File: src/rtl/l1_fill_ctrl.sv
// L1 cache-side bus controller: sequences line fills, uncached reads and write-throughs onto a single-beat bus.
// Optional ack-wait watchdog enabled by defining L1_CTRL_TIMEOUT_EN.
module l1_fill_ctrl #(
  parameter int unsigned LINE_BYTES = 2048,
  parameter int unsigned BEAT_BYTES = 8,
  parameter int unsigned TIMEOUT    = 1024
) (
  input  logic        clk,
  input  logic        rst,
  input  logic        read_line_req,
  input  logic        read_req,
  input  logic        write_through_req,
  input  logic [3:0]  L1_size,
  input  logic [63:0] pa,
  input  logic [63:0] wt_data,
  output logic [63:0] line_data,
  output logic [10:0] addr_count,
  output logic        line_write,
  output logic        cache_entry_write,
  output logic        trans_rdy,
  output logic        bus_error,
  output logic        bus_req,
  output logic        bus_we,
  output logic [63:0] bus_addr,
  output logic [3:0]  bus_size,
  output logic [63:0] bus_wdata,
  input  logic [63:0] bus_rdata,
  input  logic        bus_ack,
  input  logic        bus_err
);

  localparam int unsigned BEATS = LINE_BYTES / BEAT_BYTES;
  localparam int unsigned CNT_W = $clog2(BEATS);
  localparam int unsigned OFF_W = $clog2(LINE_BYTES);
  localparam logic [CNT_W-1:0] LAST_BEAT = CNT_W'(BEATS - 1);

  localparam logic [2:0] S_IDLE = 3'd0;
  localparam logic [2:0] S_LINE = 3'd1;
  localparam logic [2:0] S_SRD  = 3'd2;
  localparam logic [2:0] S_SWR  = 3'd3;
  localparam logic [2:0] S_DONE = 3'd4;
  localparam logic [2:0] S_ERR  = 3'd5;

  logic [2:0]       state;
  logic [CNT_W-1:0] beat_cnt;
  logic [CNT_W-1:0] beat_nxt;
  logic             line_mode;
  logic             tmo_hit;
  logic             beat_fail;

  assign beat_nxt  = beat_cnt + 1'b1;
  assign beat_fail = bus_err | tmo_hit;

  // Completion pulses are pure state decodes, so reset and abandonment can never emit them.
  assign trans_rdy         = (state == S_DONE);
  assign cache_entry_write = (state == S_DONE) && line_mode;
  assign bus_error         = (state == S_ERR);

`ifdef L1_CTRL_TIMEOUT_EN
  localparam int unsigned TMO_W = $clog2(TIMEOUT + 1);
  logic [TMO_W-1:0] tmo_cnt;

  // An ack in the limit cycle still wins; the watchdog only fires on a silent cycle.
  assign tmo_hit = bus_req && !bus_ack && (tmo_cnt == TMO_W'(TIMEOUT - 1));

  always_ff @(posedge clk) begin
    if (rst || !bus_req || bus_ack || bus_err) tmo_cnt <= '0;
    else                                      tmo_cnt <= tmo_cnt + 1'b1;
  end
`else
  assign tmo_hit = 1'b0;
`endif

  // NOTE: sequential state uses non-blocking assignments so every register sees pre-edge values.
  always_ff @(posedge clk) begin
    if (rst) begin
      state      <= S_IDLE;
      beat_cnt   <= '0;
      line_mode  <= 1'b0;
      line_data  <= '0;
      addr_count <= '0;
      line_write <= 1'b0;
      bus_req    <= 1'b0;
      bus_we     <= 1'b0;
      bus_addr   <= '0;
      bus_size   <= '0;
      bus_wdata  <= '0;
    end else begin
      line_write <= 1'b0;
      case (state)
        S_IDLE: begin
          line_mode <= 1'b0;
          if (read_line_req) begin
            state     <= S_LINE;
            line_mode <= 1'b1;
            beat_cnt  <= '0;
            bus_req   <= 1'b1;
            bus_we    <= 1'b0;
            bus_size  <= 4'b1000;
            bus_addr  <= {pa[63:OFF_W], {OFF_W{1'b0}}};
          end else if (read_req) begin
            state    <= S_SRD;
            bus_req  <= 1'b1;
            bus_we   <= 1'b0;
            bus_size <= L1_size;
            bus_addr <= pa;
          end else if (write_through_req) begin
            state     <= S_SWR;
            bus_req   <= 1'b1;
            bus_we    <= 1'b1;
            bus_size  <= L1_size;
            bus_addr  <= pa;
            bus_wdata <= wt_data;
          end
        end

        S_LINE, S_SRD, S_SWR: begin
          if (bus_req) begin
            if (beat_fail) begin
              bus_req <= 1'b0;
              state   <= S_ERR;
            end else if (bus_ack) begin
              if (state == S_SWR) begin
                bus_req <= 1'b0;
                state   <= S_DONE;
              end else if (state == S_SRD) begin
                line_data <= bus_rdata;
                bus_req   <= 1'b0;
                state     <= S_DONE;
              end else begin
                line_data  <= bus_rdata;
                line_write <= 1'b1;
                addr_count <= 11'({beat_cnt, 3'b000});
                if (beat_cnt == LAST_BEAT) begin
                  bus_req <= 1'b0;
                end else begin
                  beat_cnt              <= beat_nxt;
                  bus_addr[OFF_W-1:3]   <= beat_nxt;
                end
              end
            end
          end else if (state == S_LINE) begin
            // Last line word written in the previous cycle; entry update follows it.
            state <= S_DONE;
          end
        end

        S_DONE, S_ERR: state <= S_IDLE;

        default: state <= S_IDLE;
      endcase
    end
  end

endmodule

File: config.mk
export PLATFORM = sky130hd
export DESIGN_NAME = l1_fill_ctrl
export DESIGN_NICKNAME = d
export VERILOG_FILES = /design/src/rtl/l1_fill_ctrl.sv
export SDC_FILE = /design/constraint.sdc
export NUM_CORES = 1
export LEC_CHECK = 0
export CAP_MARGIN = 30
export CORE_AREA = 2 2 162 164
export CTS_BUF_LIST = sky130_fd_sc_hd__clkbuf_4 sky130_fd_sc_hd__clkbuf_8
export DETAILED_ROUTE_END_ITERATION = 8
export DIE_AREA = 0 0 164 166
export PLACE_DENSITY = 0.67
export SLEW_MARGIN = 20
export SYNTH_ARGS = -nofsm -noshare
export SYNTH_HDL_FRONTEND = slang
export SYNTH_SLANG_ARGS = --single-unit
File: constraint.sdc
create_clock -name clk -period 2.5 [get_ports clk]
set_input_delay 0.25 -clock clk [delete_from_list [all_inputs] [get_ports clk]]
set_output_delay 0.25 -clock clk [all_outputs]
set_load 0.02 [all_outputs]
==> results.md, run 1 <==
* CTS Hold Bufs at 0
* Initial antenna violation count at 4
* Post-Syn Area at 0.00818 sq mm
* Syn Inst Count at 1,013
* Ratio of cells with drive above 1 in the final layout at 7.67%
* Die Wd at 164 microns
* Peak VDD IR at 0.467 mV
* Post-route DRC at 0
* CP required at 2.25 ns
* CTS tree: done
* Grt total ovfl at 0
* First-pass GRT wire length at 43,800 microns
* Pre-antenna DRT Iters at 4
* P&R area growth vs syn at 64.5%
* Crit path time final at 2.35 ns
* Setup-failing EPs final at 0
* Status: completed
* Post-synth cell types at 54
* Fillers at 2,435
* Die height at 166 microns
* Crit Path Class: reg -> out
* H-tree levels at 2
* Slowest CP cell: clkdlybuf4s50_1
* CTS Sinks at 219
* Cell row count at 59
* Vias at 8,408
* Power per cell area at 856 mW/mm^2
* Max stage delay on crit path at 0.60 ns
* Register bit count reported by yosys at 219
* Achievable Freq at 426 MHz
* Combinational family with the most area after synthesis: simple AND/OR/NAND/NOR gates
* Clock latency on the worst-skew pair at 0.53 ns
* Vias per cell at 4.74
* FF+latch area at 0.00439 sq mm
* Fin. Hold Viols at 0
* Number of port buffers at 412
* Starting Density at 31.9%
* Biggest area consumer among synthesized cells: dfxtp_1
* Compound-Gate Fraction of Synth Area at 16.9%
* Synth Warn # at 0
* Register area share after synthesis at 53.6%
* Drt total wl at 29,300 microns
* Largest net degree at the start of global routing at 131
* Critical Path AT at 2.10 ns
* EDFF count, synth at 0
* Pleak at 4.77 nW
* Max Cap Viol at 0
* Pwr Total at 11.5 mW
* Detail Route Antenna Nets at 0
* CP endpoint kind: output pin
* Clk_skew at 0.0139 ns
* Io pins at 416
* Post-synthesis xor/xnor area fraction at 0.107%
* Hold WC Path Type: in -> reg
* Post-Synth Simple-Gate Area at 22.5%
* Syn Area/Cell at 8.08 sq um
* Setup bufs post-CTS at 0
* Most frequent cells in the layout: clkdlybuf4s50_1 (411), nand2_1 (372), dfxtp_1 (218)
* DP Cell Count at 1,700
* Core Area at 0.0256 sq mm
* Slew HR at 47.0%
* Final Non-Filler Cells at 1,772
* Max Transition Viols Final at 0
* Post-DP HPWL at 20,600 microns
* CP bufs+invs at 1
* GPL Wtd Cong at 0.833
* Most common cell after layout, fill and taps aside: clkdlybuf4s50_1
* RSZ-0062 raised after global routing: no
* Ys async rst share at 0%
* Vias in the first global route at 8,014
* Fraction of synthesized area in multiplexers at 1.87%
* Adder-Cell Fraction of Synth Area at 0.153%
* Largest fanout on the critical path at 8
* Die ar. at 0.0272 sq mm
* Post_cts resized at 2
* Longest Clk Path Bufs at 3
* Multi-input logic area at 0.00344 sq mm
* Worst slew pin tran at 0.789 ns
* Worst path top cell family by delay: buffers and inverters
* Total clock buffers created by CTS at 40
* Final period utilization at 93.9%
* Clk slew on worst S/H paths at 0.06 ns
* Wire length per cell at 16.5 microns
* GRT Overall Usage at 20.4%
* Root buf cell: clkbuf_8
* TNS Setup at 0 ns
* Post-synth top area share at 53.6%
* Most area-consuming cells after synthesis: dfxtp_1 (54%), nand2_1 (17%), a21oi_1 (11%), clkbuf_1 (2.2%), mux2i_1 (1.6%)
* DRT iter0 DRCs at 443
* CP Launch Type: flop
* Post-layout net count at 1,611
* Top_reg_cell synth: dfxtp_1
* CP Cell Sequence: nor2_2, and3_1, clkdlybuf4s50_1
==> metrics by stage <==
step | hold slack (ns) | worst slack, ns | util, % | area, sq um
final | 0.153 | 0.152 | 52.5 | 13500
after global routing | 0.197 | 0.0328 | 52.5 | 13500
after CTS | 0.160 | 0.114 | 52.5 | 13500
after detailed placement | 0.445 | 0.395 | 49.2 | 12600
after global placement | 0.440 | 0.382 | 49.2 | 12600
after floorplan | 0.386 | 0.690 | - | 8190
==> metal layers <==
layer	global-route usage [%]	wire, microns	share of wire [%]
met5	0	11	0.038
met4	7.21	749	2.6
met3	7.02	2650	9.1
met2	34.3	13900	47
met1	24.0	12000	41
==> final timing paths <==
check	startpoint	to	slack, ns	depth (start not counted)
worst min-delay path	rst	addr_count[8]	0.15	2
worst max register to register	beat_cnt[1]	beat_cnt[3]	0.40	5
worst min register to register	line_data[2]	line_data[2]	0.45	2
worst max-delay path	state[1]	cache_entry_write	0.15	3
==> area by class of cell <==
type	instances	share of cell area, %
Sequential cell	219	32.6
Timing Repair Buffer	432	32.3
Multi-Input combinational cell	709	25.6
Clock buffer	63	5.93
Tap cell	335	3.11
Clock inverter	6	0.260
Inverter	5	0.139
Antenna cell	3	0.0558
==> worst reg2reg max path, stage by stage, from the launching register on <==
cell and delay, ns:
dfxtp_1 0.45, ha_1 0.32, and4_1 0.26, nand2_2 0.17
a31oi_2 0.41, mux2_2 0.38
==> cells in the mapped netlist (3+ instances only) <==
master,n
nand2_1,372
dfxtp_1,219
a21oi_1,187
clkbuf_1,49
nor2_1,27
buf_2,19
mux2i_1,13
a311oi_1,9
buf_4,7
nand3_1,7
nor3_1,7
a22oi_1,6
and3_1,6
nor2b_1,6
o311ai_0,6
buf_1,5
inv_1,5
a211oi_1,4
a31oi_1,4
nand4_1,4
nor4_1,4
o31ai_1,4
o21ai_0,3
or4_1,3
==> where the power goes <==
part / leakage [nW] / internal [mW] / switching, mW
Sequential: 1.78 / 3.94 / 0.256
Combinational: 2.55 / 1.63 / 2.17
Clock: 0.440 / 2.02 / 1.51
Total: 4.77 / 7.60 / 3.93
==> flip-flops by register name, indices dropped and copies added, names as in the netlist <==
signal	flops
bus_addr	64
bus_wdata	64
line_data	64
addr_count	8
beat_cnt	8
bus_size	4
state	3
bus_req	1
bus_we	1
line_mode	1
line_write	1
==> logic make-up after synthesis <==
| kind of cell | after synthesis |
|---|---|
| AND/OR/NAND/NOR | 450 |
| AO/OA/AOI/OAI | 239 |
| flip-flops | 219 |
| buffers and inverters | 87 |
| multiplexers | 15 |
| adder cells (fa/ha/maj) | 1 |
| other | 1 |
| XOR/XNOR | 1 |
No activity file was read; power rests on OpenSTA's default activity.
==> inputs of run 2 (changes only) <==
- RECOVER_POWER: default -> 50
==> results.md, run 2 (synthesis gave the netlist of run 1 again) <==
* Peak VDD IR at 0.458 mV (was 0.467 mV)
* GRT Overall Usage at 20.4% (unchanged)
* Largest fanout on the critical path at 13 (was 8)
* Post-route DRC at 0 (unchanged)
* Core Area at 0.0256 sq mm (unchanged)
* Die ar. at 0.0272 sq mm (unchanged)
* Final period utilization at 93.9% (about the same)
* Slew HR at 45.5% (was 47.0%)
* Top flop regs: bus_addr x64, bus_wdata x64, line_data x64 (unchanged)
* Clock latency on the worst-skew pair at 0.53 ns (about the same)
* Longest Clk Path Bufs at 3 (unchanged)
* P&R area growth vs syn at 64.0% (was 64.5%)
* Drt total wl at 29,100 microns (was 29,300 microns)
* CP Launch Type: flop (unchanged)
* TNS Setup at 0 ns (unchanged)
* Pre-antenna DRT Iters at 5 (was 4)
* Post-DP HPWL at 20,600 microns (unchanged)
* Place WS at 0.395 ns (unchanged)
* Io pins at 416 (unchanged)
* Pwr Total at 11.3 mW (was 11.5 mW)
* Fin. Hold Viols at 0 (unchanged)
* Number of port buffers at 412 (unchanged)
* Post-layout net count at 1,611 (unchanged)
* CP endpoint kind: output pin (unchanged)
* First-pass GRT wire length at 43,800 microns (unchanged)
* Vias per cell at 4.76 (was 4.74)
* CTS Sinks at 219 (unchanged)
* GPL Wtd Cong at 0.833 (unchanged)
* Worst Setup Slack, final at 0.153 ns (was 0.152 ns)
* Worst slew pin tran at 0.811 ns (was 0.789 ns)
* Cell row count at 59 (unchanged)
* Clk_skew at 0.0140 ns (was 0.0139 ns)
* Most frequent cells in the layout: nand2_1 (372), clkdlybuf4s50_1 (221), dfxtp_1 (218) (was clkdlybuf4s50_1 (411), nand2_1 (372), dfxtp_1 (218))
* Total clock buffers created by CTS at 40 (unchanged)
* Final Non-Filler Cells at 1,772 (unchanged)
* Setup-failing EPs final at 0 (unchanged)
* Root buf cell: clkbuf_8 (unchanged)
* Initial antenna violation count at 4 (unchanged)
* CTS Hold Bufs at 0 (unchanged)
* H-tree levels at 2 (unchanged)
* DP Cell Count at 1,700 (unchanged)
* Pleak at 5.35 nW (was 4.77 nW)
* Wire length per cell at 16.4 microns (was 16.5 microns)
* Crit path time final at 2.35 ns (about the same)
* Hold WC Path Type: in -> reg (unchanged)
* DRT iter0 DRCs at 485 (was 443)
* Max Cap Viol at 0 (unchanged)
* Clk slew on worst S/H paths at 0.06 ns (about the same)
* Die height at 166 microns (unchanged)
* Critical Path AT at 2.10 ns (about the same)
* Most common cell after layout, fill and taps aside: nand2_1 (was clkdlybuf4s50_1)
* Largest net degree at the start of global routing at 131 (unchanged)
* Starting Density at 31.9% (unchanged)
* CP required at 2.25 ns (about the same)
* Post-Place Cell Area at 0.0126 sq mm (unchanged)
* Detail Route Antenna Nets at 0 (unchanged)
* Power per cell area at 843 mW/mm^2 (was 856 mW/mm^2)
* CTS tree: done (unchanged)
* Grt total ovfl at 0 (unchanged)
* Max Transition Viols Final at 0 (unchanged)
* Ratio of cells with drive above 1 in the final layout at 7.32% (was 7.67%)
* Setup bufs post-CTS at 0 (unchanged)
* Crit Path Class: reg -> out (unchanged)
* Achievable Freq at 426 MHz (about the same)
* Die Wd at 164 microns (unchanged)
* RSZ-0062 raised after global routing: no (unchanged)
* Vias at 8,439 (was 8,408)
* Vias in the first global route at 8,014 (unchanged)
* Final Instance Area at 0.0134 sq mm (was 0.0135 sq mm)
* Status: completed (unchanged)
-- run 2: critical path: stages, from the launching register on --
cell and delay (ns):
dfxtp_2 0.47, inv_1 0.13, nor3_1 0.28, clkdlybuf4s50_1 0.69
-- run 2: layout make-up --
| cell class | instances | area [sq um] |
|---|---|---|
| clock buffer | 63 | 798 |
| tap | 335 | 419 |
| clock inverter | 6 | 35.0 |
| sequential | 219 | 4390 |
| multi-input combinational | 709 | 3420 |
| fill | 2438 | 12200 |
| antenna | 3 | 7.51 |
| inverter | 5 | 18.8 |
| timing repair buffer | 432 | 4330 |
-- run 2: path summary, 6_finish.rpt --
kind / depth (start not counted) / start / slack [ns] / to
max: 3 / state[2] / 0.15 / trans_rdy
min: 2 / rst / 0.15 / addr_count[8]
max reg2reg: 6 / state[0] / 0.43 / bus_size[0]
min reg2reg: 2 / line_data[2] / 0.45 / line_data[2]
-- run 2: timing repair --
item	in CTS	in global routing
resized for setup	2	0
endpoints found under the hold margin	0	0
setup endpoints to repair	2	0
-- run 2: per-layer routing --
layer,global-route usage (%),wire [microns]
met1,24.0,11800
met3,7.02,2670
met2,34.3,13900
met5,0,11
met4,7.21,753
-- run 2: per-stage QoR --
stage / utilization [%] / hold WS, ns
floorplan: - / 0.386
global placement: 49.2 / 0.440
detailed placement: 49.2 / 0.445
CTS: 52.5 / 0.160
global route: 52.4 / 0.197
finish: 52.4 / 0.148
-- run 2: report_power, final --
group,switching [mW],total (mW),internal [mW],leakage [nW]
registers,0.236,4.18,3.94,1.78
logic,2.16,3.62,1.46,3.13
clock network,1.50,3.52,2.02,0.440
==> inputs of run 3 (changes only) <==
- GPL_TIMING_DRIVEN: default -> 0
- REMOVE_ABC_BUFFERS: default -> 1
- SETUP_SLACK_MARGIN: default -> 0.15
==> results.md, run 3 (synthesis gave the netlist of run 1 again) <==
* Most frequent cells in the layout: nand2_1 (372), dfxtp_1 (216), clkdlybuf4s50_1 (209) (was nand2_1 (372), clkdlybuf4s50_1 (221), dfxtp_1 (218))
* R2r worst-path depth at 5 (was 6)
* Slew HR at 50.2% (was 45.5%)
* Pre-antenna DRT Iters at 5 (unchanged)
* Setup-failing EPs final at 0 (unchanged)
* GRT met1 Usage at 22.8% (was 24.0%)
* Die height at 166 microns (unchanged)
* CTS Hold Bufs at 0 (unchanged)
* CP endpoint kind: flop (was output pin)
* Detail Route Antenna Nets at 0 (unchanged)
* Power per cell area at 835 mW/mm^2 (was 843 mW/mm^2)
* Critical Path AT at 2.53 ns (was 2.10 ns)
* Largest net degree at the start of global routing at 112 (was 131)
* Clk slew on worst S/H paths at 0.06 ns (about the same)
* Grt total ovfl at 0 (unchanged)
* Peak VDD IR at 0.583 mV (was 0.458 mV)
* Pleak at 5.37 nW (was 5.35 nW)
* Die Wd at 164 microns (unchanged)
* Multi-input logic area at 0.00346 sq mm (was 0.00342 sq mm)
* Final Instance Area at 0.0134 sq mm (about the same)
* Worst slew pin tran at 0.747 ns (was 0.811 ns)
* Hold WC Path Type: in -> reg (unchanged)
* Max Transition Viols Final at 0 (unchanged)
* Crit path time final at 2.15 ns (was 2.35 ns)
* Longest Clk Path Bufs at 3 (unchanged)
* Total clock buffers created by CTS at 40 (unchanged)
* Worst Setup Slack, final at 0.353 ns (was 0.153 ns)
* Post-DP HPWL at 19,100 microns (was 20,600 microns)
* Core Area at 0.0256 sq mm (unchanged)
* Wire length per cell at 15.7 microns (was 16.4 microns)
* Place WS at -0.0228 ns (was 0.395 ns)
* CP Launch Type: flop (unchanged)
* Pwr Total at 11.2 mW (was 11.3 mW)
* Clock latency on the worst-skew pair at 0.53 ns (about the same)
* Critical R2R Launch: state[2] (was state[0])
* P&R area growth vs syn at 63.6% (was 64.0%)
* Status: completed (unchanged)
* Vias at 8,422 (was 8,439)
* Largest fanout on the critical path at 13 (unchanged)
* Vias per cell at 4.79 (was 4.76)
* Initial antenna violation count at 2 (was 4)
* Clk_skew at 0.0207 ns (was 0.0140 ns)
* Reg2reg end: addr_count[4] (was bus_size[0])
* Fin. Hold Viols at 0 (unchanged)
* R2R Setup Slk at 0.35 ns (was 0.43 ns)
* First-pass GRT wire length at 42,800 microns (was 43,800 microns)
* FF+latch area at 0.00439 sq mm (about the same)
* RSZ-0062 raised after global routing: no (unchanged)
* Slowest CP cell: nor4b_2 (was clkdlybuf4s50_1)
* Io pins at 416 (unchanged)
* Met2 Use GR at 32.6% (was 34.3%)
* CP Cell Sequence: nand3b_1, nor4b_2, buf_2, mux2i_1, nor2_1 (was inv_1, nor3_1, clkdlybuf4s50_1)
* Vias in the first global route at 7,930 (was 8,014)
* Starting Density at 31.9% (unchanged)
* CP required at 2.88 ns (was 2.25 ns)
* DRT iter0 DRCs at 478 (was 485)
* Max stage delay on crit path at 0.64 ns (was 0.69 ns)
* Post-layout net count at 1,600 (was 1,611)
* Number of port buffers at 412 (unchanged)
* Max Cap Viol at 0 (unchanged)
* Cell row count at 59 (unchanged)
* Die ar. at 0.0272 sq mm (unchanged)
* Setup crit start: state[2] (unchanged)
* CTS Sinks at 219 (unchanged)
* Achievable Freq at 466 MHz (was 426 MHz)
* Drt total wl at 27,500 microns (was 29,100 microns)
* Grt peak-use layer: met2 (unchanged)
* Top flop regs: bus_addr x64, bus_wdata x64, line_data x64 (unchanged)
* Ratio of cells with drive above 1 in the final layout at 6.90% (was 7.32%)
* WHS at 0.150 ns (was 0.148 ns)
* Post-route DRC at 0 (unchanged)
* GRT Overall Usage at 19.5% (was 20.4%)
* Most common cell after layout, fill and taps aside: nand2_1 (unchanged)
* Crit Path Class: reg -> reg (was reg -> out)
* CTS tree: done (unchanged)
* Final period utilization at 85.9% (was 93.9%)
* Post-Place Cell Area at 0.0126 sq mm (about the same)
* Fillers at 2,405 (was 2,438)
* H-tree levels at 2 (unchanged)
* Root buf cell: clkbuf_8 (unchanged)
* GR met3 Demand/Resource at 6.97% (was 7.02%)
* GPL Wtd Cong at 0.785 (was 0.833)
* Crit path capture: addr_count[4] (was trans_rdy)
-- run 3: cell types whose count changed in the layout (fill, tap and decap cells not counted), moves of 4 or more --
cell,change
dlygate4sd3_1,+9
clkbuf_8,-4
buf_4,-12
clkdlybuf4s50_1,-12
buf_12,-4
buf_8,+4
-- run 3: metrics by stage --
stage	instances	utilization [%]	setup TNS [ns]
floorplan	933	-	-25.91
global placement	1680	48.2	-994.19
detailed placement	1689	49.1	-0.0267
CTS	1755	52.3	0
global route	1756	52.2	0
finish	1757	52.2	0
-- run 3: power by group --
part,internal (mW),switching (mW)
Sequential,3.95,0.285
Combinational,1.48,2.08
Clock,1.93,1.45
Total,7.36,3.82
-- run 3: worst min path at each step --
| stage | startpoint | endpoint | slack [ns] | cells past startpoint |
|---|---|---|---|---|
| 6_report | rst | addr_count[6] | 0.15 | 2 |
| 5_1_grt | rst | addr_count[6] | 0.16 | 2 |
| 4_1_cts | rst | addr_count[6] | 0.18 | 2 |
| 3_5_place_dp | line_data[54] | line_data[54] | 0.45 | 2 |
| 3_3_place_gp | line_data[63] | line_data[63] | 0.44 | 2 |
| 2_1_floorplan | rst | beat_cnt[0] | 0.32 | 1 |
-- run 3: worst max-delay path: cells and delay by family, from the launching register on --
family | cells | cell delay [ns]
simple gates | 3 | 1.09
flops | 1 | 0.40
buf+inv | 1 | 0.31
mux | 1 | 0.20
-- run 3: per-layer routing --
| layer | up-vias | wire (microns) |
|---|---|---|
| met4 | 0 | 911 |
| met2 | 342 | 13200 |
| li1 | 4145 | - |
| met1 | 3869 | 10700 |
| met3 | 66 | 2690 |
| met5 | - | 0 |
-- run 3: repair_timing --
action / CTS / global route
buffers inserted: 0 / 0
resized for setup: 5 / 3
pin swaps: 0 / 0
endpoints found under the setup margin: 3 / 3
-- run 3: cell type report --
class	instances	share of cell area [%]
sequential	219	32.8
timing repair buffer	421	32.1
multi-input combinational	709	25.9
clock buffer	62	5.72
tap	335	3.13
clock inverter	4	0.187
inverter	5	0.140
antenna	2	0.0374
